===== src/rtl/bp_be_pkg.sv =====
// Shared types and constants for the backend performance counter block.
// Holds the counter state encoding, the readback index map and config helpers.
package bp_be_pkg;

  typedef enum logic [1:0] {
    e_warmup = 2'd0,
    e_count  = 2'd1,
    e_done   = 2'd2
  } bp_be_perf_state_e;

  typedef enum int {
    e_bp_inv_cfg,
    e_bp_dual_core_cfg,
    e_bp_quad_core_cfg
  } bp_params_e;

  localparam int bp_be_perf_clk_idx_gp    = 0;
  localparam int bp_be_perf_instr_idx_gp  = 1;
  localparam int bp_be_perf_event_base_gp = 2;

  function automatic int bp_num_core(input bp_params_e cfg);
    case (cfg)
      e_bp_dual_core_cfg: return 2;
      e_bp_quad_core_cfg: return 4;
      default:            return 1;
    endcase
  endfunction

  // Width of an index over x items, never below one bit.
  function automatic int bsg_safe_clog2(input int x);
    return (x <= 1) ? 1 : $clog2(x);
  endfunction

endpackage


===== src/rtl/bp_be_perf_sat_counter.sv =====
// Saturating event counter with synchronous clear and a sticky overflow flag.
// An increment that would pass all-ones pins the count at all-ones instead.
module bp_be_perf_sat_counter #(
  parameter int width_p     = 64,
  parameter int amt_width_p = 1
) (
  input  logic                   clk_i,
  input  logic                   clear_i,
  input  logic                   en_i,
  input  logic [amt_width_p-1:0] amt_i,
  output logic [width_p-1:0]     count_o,
  output logic                   overflow_o
);

  logic [width_p-1:0] r_count;
  logic               r_overflow;
  logic [width_p:0]   w_sum;

  assign w_sum = {1'b0, r_count} + (width_p+1)'(amt_i);

  always_ff @(posedge clk_i) begin
    if (clear_i) begin
      r_count    <= '0;
      r_overflow <= 1'b0;
    end else if (en_i && (amt_i != '0)) begin
      if (w_sum[width_p]) begin
        r_count    <= '1;
        r_overflow <= 1'b1;
      end else begin
        r_count <= w_sum[width_p-1:0];
      end
    end
  end

  assign count_o    = r_count;
  assign overflow_o = r_overflow;

endmodule


===== src/rtl/bp_be_nonsynth_perf_counters.sv =====
// Per-core performance counters: clk/instr/event counting after a warmup window,
// periodic instruction sampling, registered readback and an end-of-program report.
//
// state    | meaning
// e_warmup | skipping the first warmup_instr_p commits, nothing counts
// e_count  | all counters advance, sampling active
// e_done   | finish edge seen, counters frozen, report printed once
module bp_be_nonsynth_perf_counters
  import bp_be_pkg::*;
#(
  parameter bp_params_e bp_params_p = e_bp_inv_cfg,
  parameter int num_events_p      = 4,
  parameter int cnt_width_p       = 64,
  parameter int warmup_instr_p    = 0,
  parameter int sample_interval_p = 0,
  localparam int num_core_p    = bp_num_core(bp_params_p),
  localparam int hart_width_lp = bsg_safe_clog2(num_core_p),
  localparam int num_cnt_lp    = num_events_p + 2,
  localparam int idx_width_lp  = bsg_safe_clog2(num_cnt_lp)
) (
  input  logic                     clk_i,
  input  logic                     reset_i,
  input  logic                     freeze_i,
  input  logic [hart_width_lp-1:0] mhartid_i,
  input  logic                     commit_v_i,
  input  logic [num_events_p-1:0]  event_v_i,
  input  logic [num_core_p-1:0]    program_finish_i,
  input  logic [idx_width_lp-1:0]  rd_idx_i,
  output logic [cnt_width_p-1:0]   rd_data_o,
  output logic [num_cnt_lp-1:0]    overflow_o,
  output logic                     sample_v_o,
  output logic [cnt_width_p-1:0]   sample_instr_o,
  output logic                     done_o
);

  localparam bp_be_perf_state_e entry_state_lp =
    bp_be_perf_state_e'((warmup_instr_p == 0) ? e_count : e_warmup);
  localparam int warm_width_lp = bsg_safe_clog2(warmup_instr_p + 1);
  localparam int warm_last_lp  = (warmup_instr_p > 0) ? warmup_instr_p - 1 : 0;

  bp_be_perf_state_e r_state;
  logic [warm_width_lp-1:0] r_warm;
  logic r_fin_prev;
  logic [cnt_width_p-1:0] r_rd_data;

  logic w_clear;
  logic w_count_en;
  logic w_fin_lvl;
  logic w_fin_edge;
  logic [(1<<hart_width_lp)-1:0] w_fin_vec;
  logic [num_cnt_lp-1:0] w_inc;
  logic [cnt_width_p-1:0] w_cnt [num_cnt_lp];
  logic [cnt_width_p-1:0] w_rd_sel;

  assign w_clear    = reset_i | freeze_i;
  assign w_count_en = (r_state == e_count);

  // Pad the finish vector so any hart id indexes safely; absent harts read 0.
  always_comb begin
    w_fin_vec = '0;
    w_fin_vec[num_core_p-1:0] = program_finish_i;
  end

  assign w_fin_lvl  = w_fin_vec[mhartid_i];
  assign w_fin_edge = w_fin_lvl & ~r_fin_prev;

  always_ff @(posedge clk_i) begin
    if (w_clear) begin
      r_state    <= entry_state_lp;
      r_warm     <= '0;
      r_fin_prev <= 1'b0;
    end else begin
      r_fin_prev <= w_fin_lvl;
      case (r_state)
        e_warmup: begin
          if (w_fin_edge) begin
            r_state <= e_done;
          end else if (commit_v_i) begin
            r_warm <= r_warm + 1'b1;
            if (r_warm == warm_width_lp'(warm_last_lp)) r_state <= e_count;
          end
        end
        e_count: begin
          if (w_fin_edge) r_state <= e_done;
        end
        e_done: r_state <= e_done;
        default: r_state <= entry_state_lp;
      endcase
    end
  end

  assign done_o = (r_state == e_done);

  always_comb begin
    w_inc = '0;
    w_inc[bp_be_perf_clk_idx_gp]   = 1'b1;
    w_inc[bp_be_perf_instr_idx_gp] = commit_v_i;
    w_inc[bp_be_perf_event_base_gp +: num_events_p] = event_v_i;
  end

  for (genvar g = 0; g < num_cnt_lp; g++) begin : g_cnt
    bp_be_perf_sat_counter #(
      .width_p    (cnt_width_p),
      .amt_width_p(1)
    ) u_cnt (
      .clk_i     (clk_i),
      .clear_i   (w_clear),
      .en_i      (w_count_en),
      .amt_i     (w_inc[g]),
      .count_o   (w_cnt[g]),
      .overflow_o(overflow_o[g])
    );
  end

  always_comb begin
    w_rd_sel = '0;
    for (int k = 0; k < num_cnt_lp; k++) begin
      if (rd_idx_i == idx_width_lp'(k)) w_rd_sel = w_cnt[k];
    end
  end

  always_ff @(posedge clk_i) begin
    if (w_clear) r_rd_data <= '0;
    else         r_rd_data <= w_rd_sel;
  end

  assign rd_data_o = r_rd_data;

  if (sample_interval_p != 0) begin : g_samp
    localparam int samp_width_lp = bsg_safe_clog2(sample_interval_p + 1);

    logic [samp_width_lp-1:0] r_samp_left;
    logic [cnt_width_p-1:0]   r_instr_last;
    logic r_clk_moved;
    logic w_clk_adv;
    logic w_sample;

    // Down-counter of clk increments until the next interval boundary; it
    // freezes with clk, and r_clk_moved keeps a saturated clk from re-firing.
    assign w_clk_adv = w_count_en & ~(&w_cnt[bp_be_perf_clk_idx_gp]);
    assign w_sample  = w_count_en & r_clk_moved
                     & (r_samp_left == samp_width_lp'(sample_interval_p));

    always_ff @(posedge clk_i) begin
      if (w_clear) begin
        r_samp_left  <= samp_width_lp'(sample_interval_p);
        r_instr_last <= '0;
        r_clk_moved  <= 1'b0;
      end else begin
        r_clk_moved <= w_clk_adv;
        if (w_clk_adv) begin
          if (r_samp_left == samp_width_lp'(1)) r_samp_left <= samp_width_lp'(sample_interval_p);
          else                                  r_samp_left <= r_samp_left - 1'b1;
        end
        if (w_sample) r_instr_last <= w_cnt[bp_be_perf_instr_idx_gp];
      end
    end

    assign sample_v_o     = w_sample;
    assign sample_instr_o = w_sample ? (w_cnt[bp_be_perf_instr_idx_gp] - r_instr_last) : '0;
  end else begin : g_no_samp
    assign sample_v_o     = 1'b0;
    assign sample_instr_o = '0;
  end

`ifndef SYNTHESIS
  logic r_reported;
  logic [63:0] w_clk64;
  logic [63:0] w_instr64;
  logic [63:0] w_mipc;

  always_comb begin
    w_clk64   = 64'(w_cnt[bp_be_perf_clk_idx_gp]);
    w_instr64 = 64'(w_cnt[bp_be_perf_instr_idx_gp]);
    w_mipc    = (w_clk64 == 64'd0) ? 64'd0 : (w_instr64 * 64'd1000) / w_clk64;
  end

  // The report fires on the first e_done negedge; leaving e_done re-arms it.
  always_ff @(negedge clk_i) begin
    if (r_state != e_done) begin
      r_reported <= 1'b0;
    end else if (!r_reported) begin
      r_reported <= 1'b1;
      $display("[CORE%0d STATS] clk=%0d instr=%0d mIPC=%0d", mhartid_i, w_clk64, w_instr64, w_mipc);
      for (int k = 0; k < num_events_p; k++) begin
        $display("[CORE%0d STATS] event%0d=%0d", mhartid_i, k,
                 w_cnt[bp_be_perf_event_base_gp + k]);
      end
    end
  end
`endif

endmodule


===== config.mk =====
export PLATFORM = sky130hd
export DESIGN_NAME = bp_be_nonsynth_perf_counters
export DESIGN_NICKNAME = d
export VERILOG_FILES = /design/src/rtl/bp_be_pkg.sv /design/src/rtl/bp_be_perf_sat_counter.sv /design/src/rtl/bp_be_nonsynth_perf_counters.sv
export SDC_FILE = /design/constraint.sdc
export NUM_CORES = 1
export LEC_CHECK = 0
export BUFFER_PORTS_ARGS = -buffer_cell sky130_fd_sc_hd__buf_4
export CORE_ASPECT_RATIO = 0.9
export CORE_MARGIN = 4
export CORE_UTILIZATION = 40
export CTS_CLUSTER_DIAMETER = 200
export CTS_CLUSTER_SIZE = 24
export DETAILED_ROUTE_END_ITERATION = 6
export HOLD_SLACK_MARGIN = 0.02
export MAX_ROUTING_LAYER = met4
export PLACE_DENSITY = 0.6
export SLEW_MARGIN = 40
export SYNTH_ARGS = -nofsm -noshare
export SYNTH_HDL_FRONTEND = slang
export SYNTH_HIERARCHICAL = 1
export SYNTH_SLANG_ARGS = --single-unit

===== constraint.sdc =====
create_clock -name clk_i -period 3 [get_ports clk_i]
set_clock_uncertainty 0.2 [all_clocks]
set_input_delay 0.15 -clock clk_i [delete_from_list [all_inputs] [get_ports clk_i]]
set_output_delay 0.15 -clock clk_i [all_outputs]
set_load 0.02 [all_outputs]

==> flow_summary.toml, run 1 <==
[clock_tree]
htree_levels = 1
cts_tree = "done"
root_buffer = "clkbuf_16"
cts_made_buffers = 23
clockBufferDepth = 3
cts.sinks = 458
clkTransAtPathRegs_ns = 0.11
insertion_delay_ns = 0.61

[placed_design]
routabilityCongestion = 1.009
dp_hpwl_microns = 81870
dp_slack_ns = 0.04252
io_buffers = 83
dp.cells = 4166

[worst_setup_path]
critical-path-slowest-cell = "or4_1"
reg2regPathDepth = 9
timing.rr.end = "g_cnt[3].u_cnt/count_o[36]"
r2r-start = "r_state[1]"
critPathLaunchType = "flip-flop"
reg2reg_slack_ns = 0.08
critPathMaxFanout = 12
cp-end-kind = "flip-flop"
worstPathRequired_ns = 3.35
cp_slowest_stage_delay_ns = 0.64
cp_cell_sequence = "inv_1 > ha_2 > buf_12 > nand3_1 > or2_2 > or4_1 > buf_4 > or4_1 > nand3_1"
cp.arrival_ns = 3.28
worst-setup-path-type = "flip-flop to flip-flop"

[sta]
fin_tns_setup_ns = 0
fin_crit_sh_pct = 97.48
worst_pin_slew_ns = 0.9365
rsz0062_at_grt = "false"
timing.fmax_mhz = 342.0
finalCriticalPeriod_ns = 2.924
timing.final.setup_violations = 0
hold_violations = 0
setup_ws_ns = 0.07564
whs_ns = 0.06868
slew_violations = 0
max-slew-margin-rel_pct = 37.56

[logic_synthesis]
synthesis.instances = 3080
seq_area_frac_synth_pct = 34.87
yosys_warnings = 6
yosys.cell_types.count = 71
syn_area_sq_mm = 0.02630
synth-edff-count = 0
ys_ff_latch = 458
synthArstFlopShare_pct = 0
synth_area_per_cell_sq_um = 8.537
synthFlopType = "dfxtp_1"

[routing]
drt_wl_total_microns = 107300
drtIter0Drc = 3302
first_pass_iters = 6
num_vias = 27012
ant_nets = 0
drc_errors = 0
vias_per_cell = 6.413
wire_per_inst_microns = 25.47

[die]
die_area_sq_mm = 0.06991
start_util_pct = 40.68
core_area_sq_mm = 0.06463
pin_count = 149
die_w_microns = 278.3
die_height_microns = 251.2
num_rows = 88

[hold_path]
min_from = "reset_i"
whs_path_depth = 4
hold-path-endpoint = "g_cnt[5].u_cnt/count_o[37]"
hold_class = "primary input to flip-flop"

[flow_run]
max-cap-violations = 0

[global_route]
grt_max_degree = 104
antenna_found_initial = 8
grt_usage_pct = 29.73
grt_pass1_wl_microns = 158100
grt_pass1_vias = 25133
grt_overflow = 0

[finish]
mostFrequentLayoutCell = "dfxtp_1"
final_nets = 3378
drive_above_1_share_pct = 21.71
final_cells = 4212
final_cell_mix = "dfxtp_1, buf_4, a21oi_1, nand3_1, nand2_1"
area_delta_synth_final_pct = 14.55
filler_cell_count = 6297

[outcome]
status = "finished, final reports clean"

[power_and_ir_drop]
ir_worst_vdd_v = 0.0003502
leakage_nw = 9.993
power_density_mw_per_mm2 = 350.4
-- final cells by class --
cell class / count / area (sq um) / share of cell area [%]
flip-flops and latches: 458 / 9170 / 30.44
clock buffers: 23 / 575.6 / 1.911
repair buffers: 443 / 3445 / 11.44
multi-input cells: 2377 / 15620 / 51.86
clock inverters: 2 / 38.79 / 0.1288
inverters: 46 / 180.2 / 0.5982
diodes: 8 / 20.02 / 0.06646
well taps: 855 / 1070 / 3.552
-- sequential cells by signal, summed over array words and instances, names as in the netlist --
signal                  count
r_state                     2
rd_data_o                  64
g_cnt.u_cnt/overflow_o      6
r_fin_prev                  1
g_cnt.u_cnt/count_o       384
r_warm                      1
-- metrics by stage --
| step | power (mW) | cell area, sq um | utilization [%] |
|---|---|---|---|
| after floorplan | 6.857 | 26560 | - |
| after global placement | 7.061 | 29330 | 45.38 |
| after detailed placement | 7.067 | 29330 | 45.38 |
| after CTS | 10.60 | 30060 | 46.51 |
| after global routing | 10.83 | 30110 | 46.58 |
| final | 10.55 | 30120 | 46.60 |
-- power breakdown --
part           internal, mW  switching [mW]  leakage [nW]
logic                 0.229           0.612          6.00
registers              6.11          0.0134          3.69
clock network          1.40            2.18         0.299
-- worst max path at each step --
stage               slack [ns]  cells past startpoint  startpoint                         end
finish                    0.08                      9  r_state[1]  g_cnt[3].u_cnt/count_o[36]
global route            0.0004                      9  r_state[1]  g_cnt[0].u_cnt/count_o[36]
CTS                       0.02                      9  r_state[1]  g_cnt[0].u_cnt/count_o[36]
detailed placement        0.04                      9  r_state[1]  g_cnt[0].u_cnt/count_o[36]
global placement          0.09                      9  r_state[1]  g_cnt[0].u_cnt/count_o[36]
floorplan                 0.10                      9  r_state[1]  g_cnt[3].u_cnt/count_o[36]
-- critical path, delay by kind of cell, from the launching register on --
kind	cells	cell delay [ns]
adder cells (fa/ha/maj)	1	0.22
buffers and inverters	3	0.48
flip-flops	1	0.33
AND/OR/NAND/NOR	5	1.65
-- cells by family (layout without fill, tap and decap cells) --
kind of cell / Yosys count / in the layout / synth area share (%)
other: 2 / 79 / 0.02856
adders and majority gates: 16 / 16 / 0.7613
and+or+nand+nor: 1219 / 1219 / 26.67
DFF: 458 / 458 / 34.87
buffers and inverters: 314 / 514 / 6.918
muxes: 84 / 84 / 3.769
xor gates and xnor gates: 163 / 163 / 5.429
AOI/OAI and AO/OA: 824 / 824 / 21.55
-- what timing repair did --
action | 4_1_cts | 5_1_grt
resized for setup | 0 | 8
hold endpoints to repair | 31 | 0
endpoints found under the setup margin | 0 | 15
buffers inserted | 0 | 2
hold buffers | 11 | 0
-- routing by layer --
metal / part of all wire [%] / global-route usage (%) / up-vias
met2: 42 / 43.04 / 1404
met4: 4.5 / 10.92 / 0
met3: 9.7 / 4.587 / 202
met5: 0 / - / -
li1: - / - / 12229
met1: 44 / 41.90 / 13177
-- synthesized netlist by cell type (9+ instances only) --
cell / number / area, sq um
o22ai_2: 24 / 300.3
buf_2: 52 / 260.3
o21ai_1: 28 / 140.1
dfxtp_1: 458 / 9169
a31o_2: 18 / 157.7
o21ai_0: 30 / 150.1
o311ai_0: 24 / 210.2
ha_1: 16 / 200.2
o211ai_1: 75 / 563.0
buf_4: 77 / 578.1
xor2_1: 109 / 954.7
a21o_1: 13 / 97.59
nor3_1: 42 / 210.2
or4_1: 120 / 900.9
mux2_4: 24 / 360.4
and4_1: 18 / 157.7
nor4_1: 61 / 381.6
o41ai_1: 25 / 219.0
a22oi_1: 25 / 187.7
buf_6: 15 / 168.9
o31ai_1: 60 / 450.4
or2_0: 23 / 143.9
or3_1: 30 / 187.7
a21oi_1: 252 / 1261
nand4_1: 180 / 1126
xnor2_1: 54 / 473.0
and3_1: 42 / 262.8
nand2_1: 181 / 679.4
mux2_2: 14 / 157.7
inv_1: 45 / 168.9
nand4b_1: 12 / 105.1
o221ai_1: 25 / 219.0
or4b_2: 30 / 300.3
a31oi_1: 114 / 713.2
mux2i_1: 45 / 450.4
buf_8: 9 / 135.1
a21oi_2: 61 / 534.3
o22ai_1: 14 / 87.58
or2_2: 42 / 262.8
clkbuf_1: 101 / 379.1
nor2_1: 149 / 559.3
and2_1: 24 / 150.1
nand3_1: 212 / 1061
(Power assumes the default switching activity.)
==> run 2: changes to the inputs <==
PLACE_DENSITY = 0.61   (was 0.6)
SKIP_LAST_GASP = 1   (was default)
SYNTH_HIERARCHICAL = default   (was 1)
==> flow_summary.toml, run 2 <==
[outcome]
status = "finished, final reports clean"

[sta]
max-slew-margin-rel_pct = 52.83
hold_violations = 0
finalCriticalPeriod_ns = 2.915
slew_violations = 0
worst_pin_slew_ns = 0.7075
rsz0062_at_grt = "true"
timing.final.setup_violations = 0
timing.fmax_mhz = 343.1
fin_crit_sh_pct = 97.15

[routing]
num_vias = 21219
drc_errors = 0
first_pass_iters = 6
drtIter0Drc = 2336
drt_wl_total_microns = 77050
ant_nets = 0
vias_per_cell = 5.920
wire_per_inst_microns = 21.50

[clock_tree]
clockBufferDepth = 3
cts_made_buffers = 23
clkTransAtPathRegs_ns = 0.10
insertion_delay_ns = 0.59
root_buffer = "clkbuf_16"
cts_tree = "done"
cts.sinks = 458
htree_levels = 1

[logic_synthesis]
synth_common_cells = "dfxtp_1, a21oi_1, xnor2_1, nand2_1, a22oi_1"
synthArstFlopShare_pct = 0
synth_top_area_share_pct = 39.68
yosys_warnings = 0
synth-edff-count = 0
seq_area_frac_synth_pct = 39.68
yosys.cell_types.count = 57
synthesis.instances = 2733
synth_area_leaders = "dfxtp_1, a21oi_1, xnor2_1"
synth_area_per_cell_sq_um = 8.455
synthFlopType = "dfxtp_1"
syn_area_sq_mm = 0.02311
synth_most_common_cell = "dfxtp_1"
ys_ff_latch = 458
synth_top_area_cell = "dfxtp_1"

[worst_setup_path]
r2r-start = "r_state[1]"
crit_start = "r_state[1]"
cp_slowest_stage_delay_ns = 0.44
critical-path-slowest-cell = "nor3_2"
worstPathRequired_ns = 3.30
critPathMaxFanout = 57
cp.arrival_ns = 3.22
cp-end-kind = "flip-flop"
critPathLaunchType = "flip-flop"
worst-setup-path-type = "flip-flop to flip-flop"
crit_family = "simple AND/OR/NAND/NOR gates"
critPathBufInv = 3
cp_cell_sequence = "inv_1 > ha_2 > buf_12 > and4_1 > and4_1 > nand3_1 > nor3_2 > nand2_2 > buf_12 > a21oi_1"

[die]
die_area_sq_mm = 0.06168
num_rows = 83
start_util_pct = 40.46
die_height_microns = 236.0
core_area_sq_mm = 0.05712
die_w_microns = 261.4
pin_count = 149

[power_and_ir_drop]
leakage_nw = 7.663
ir_worst_vdd_v = 0.0003279
power_density_mw_per_mm2 = 389.8
finalPower_mw = 10.04

[finish]
final_nets = 2847
filler_cell_count = 5671
largest_register_ff_count = 384
mostFrequentLayoutCell = "dfxtp_1"
drive_above_1_share_pct = 11.25
final_cell_mix = "dfxtp_1, a21oi_1, xnor2_1, buf_4, nand2_1"
antenna_cells = 0
area_delta_synth_final_pct = 11.45
final_cells = 3584

[placed_design]
dp.cells = 3545
dp_hpwl_microns = 57080
routabilityCongestion = 0.9952
io_buffers = 83

[hold_path]
min_from = "rd_idx_i[2]"
hold_class = "primary input to flip-flop"

[global_route]
grt_max_degree = 75
grt_pass1_vias = 19493
grt_usage_pct = 24.50
grt_pass1_wl_microns = 116800
antenna_found_initial = 3
grt_overflow = 0

[flow_run]
max-cap-violations = 0
-- run 2: changes by cell type after synthesis, moves of 34 or more --
cell      delta
nor3_1      +85
a22oi_1    +141
nand3_1     -69
xnor2_1    +155
or4_1      -112
mux2i_1     -39
or2_2       -34
a31oi_1     -47
o211ai_1    -74
o31ai_1     -60
a21oi_1    +118
a21oi_2     -60
nand4_1     -54
-- run 2: cells by family (layout without fill, tap and decap cells) --
logic type	after synthesis	after routing	share of synthesized area [%]
AOI/OAI and AO/OA	646	646	16.47
xor gates and xnor gates	332	332	12.58
adders and majority gates	15	15	0.8122
buffers and inverters	285	307	6.048
DFF	458	458	39.68
muxes	29	29	2.014
other	1	65	0.01623
and+or+nand+nor	967	967	22.38
-- run 2: worst register-to-register path: stages (launching register included) --
cell and delay [ns]:
dfxtp_1 0.35, inv_1 0.09, ha_2 0.24, buf_12 0.16, and4_1 0.21, and4_1 0.32, nand3_1 0.24, nor3_2 0.45
nand2_2 0.13, buf_12 0.21, a21oi_1 0.23
-- run 2: what timing repair did --
action,4_1_cts,5_1_grt
hold buffers,11,0
setup endpoints to repair,64,244
resized for setup,4,9
endpoints found under the hold margin,40,0
buffers inserted,1,2
pin swaps,1,3
-- run 2: final timing paths --
path	to	slack, ns	depth (start not counted)
setup / recovery	g_cnt[5].u_cnt.count_o[9]	0.09	10
hold / removal	rd_data_o[4]	0.10	5
setup reg to reg	g_cnt[5].u_cnt.count_o[9]	0.09	10
hold reg to reg	g_cnt[5].u_cnt.overflow_o	0.25	2
-- run 2: power breakdown --
| part | total [mW] | internal, mW | leakage, nW | switching (mW) |
|---|---|---|---|---|
| Combinational | 0.462 | 0.115 | 3.68 | 0.347 |
| Clock | 3.48 | 1.40 | 0.299 | 2.08 |
| Sequential | 6.09 | 6.08 | 3.69 | 0.00908 |
-- run 2: per-layer routing --
| layer | vias up | part of all wire [%] | GRT usage [%] |
|---|---|---|---|
| met5 | - | 0 | - |
| met4 | 0 | 3.3 | 6.406 |
| met3 | 112 | 8.2 | 3.145 |
| met2 | 891 | 43 | 36.09 |
| met1 | 10262 | 45 | 35.54 |
| li1 | 9954 | - | - |
-- run 2: layout make-up --
class	instances	area (sq um)	area share, %
multi-input combinational	2054	12880	50.02
tap	765	957.2	3.717
sequential	458	9169	35.60
clock buffer	23	575.6	2.235
timing repair buffer	225	1917	7.443
clock inverter	2	38.79	0.1506
inverter	57	214.0	0.8308
-- run 2: stage by stage --
step | TNS [ns] | worst slack, ns | utilization (%) | hold WS, ns | instance area, sq um
floorplan | 0 | 0.3780 | - | 0.1012 | 23350
global placement | -0.03299 | -0.01321 | 43.66 | 0.1989 | 24940
detailed placement | -7.284 | -0.1484 | 43.66 | 0.2075 | 24940
CTS | 0 | 0.01430 | 44.99 | 0.05496 | 25700
global route | -0.01333 | -0.01333 | 45.09 | 0.1281 | 25750
finish | 0 | 0.08541 | 45.09 | 0.1035 | 25750
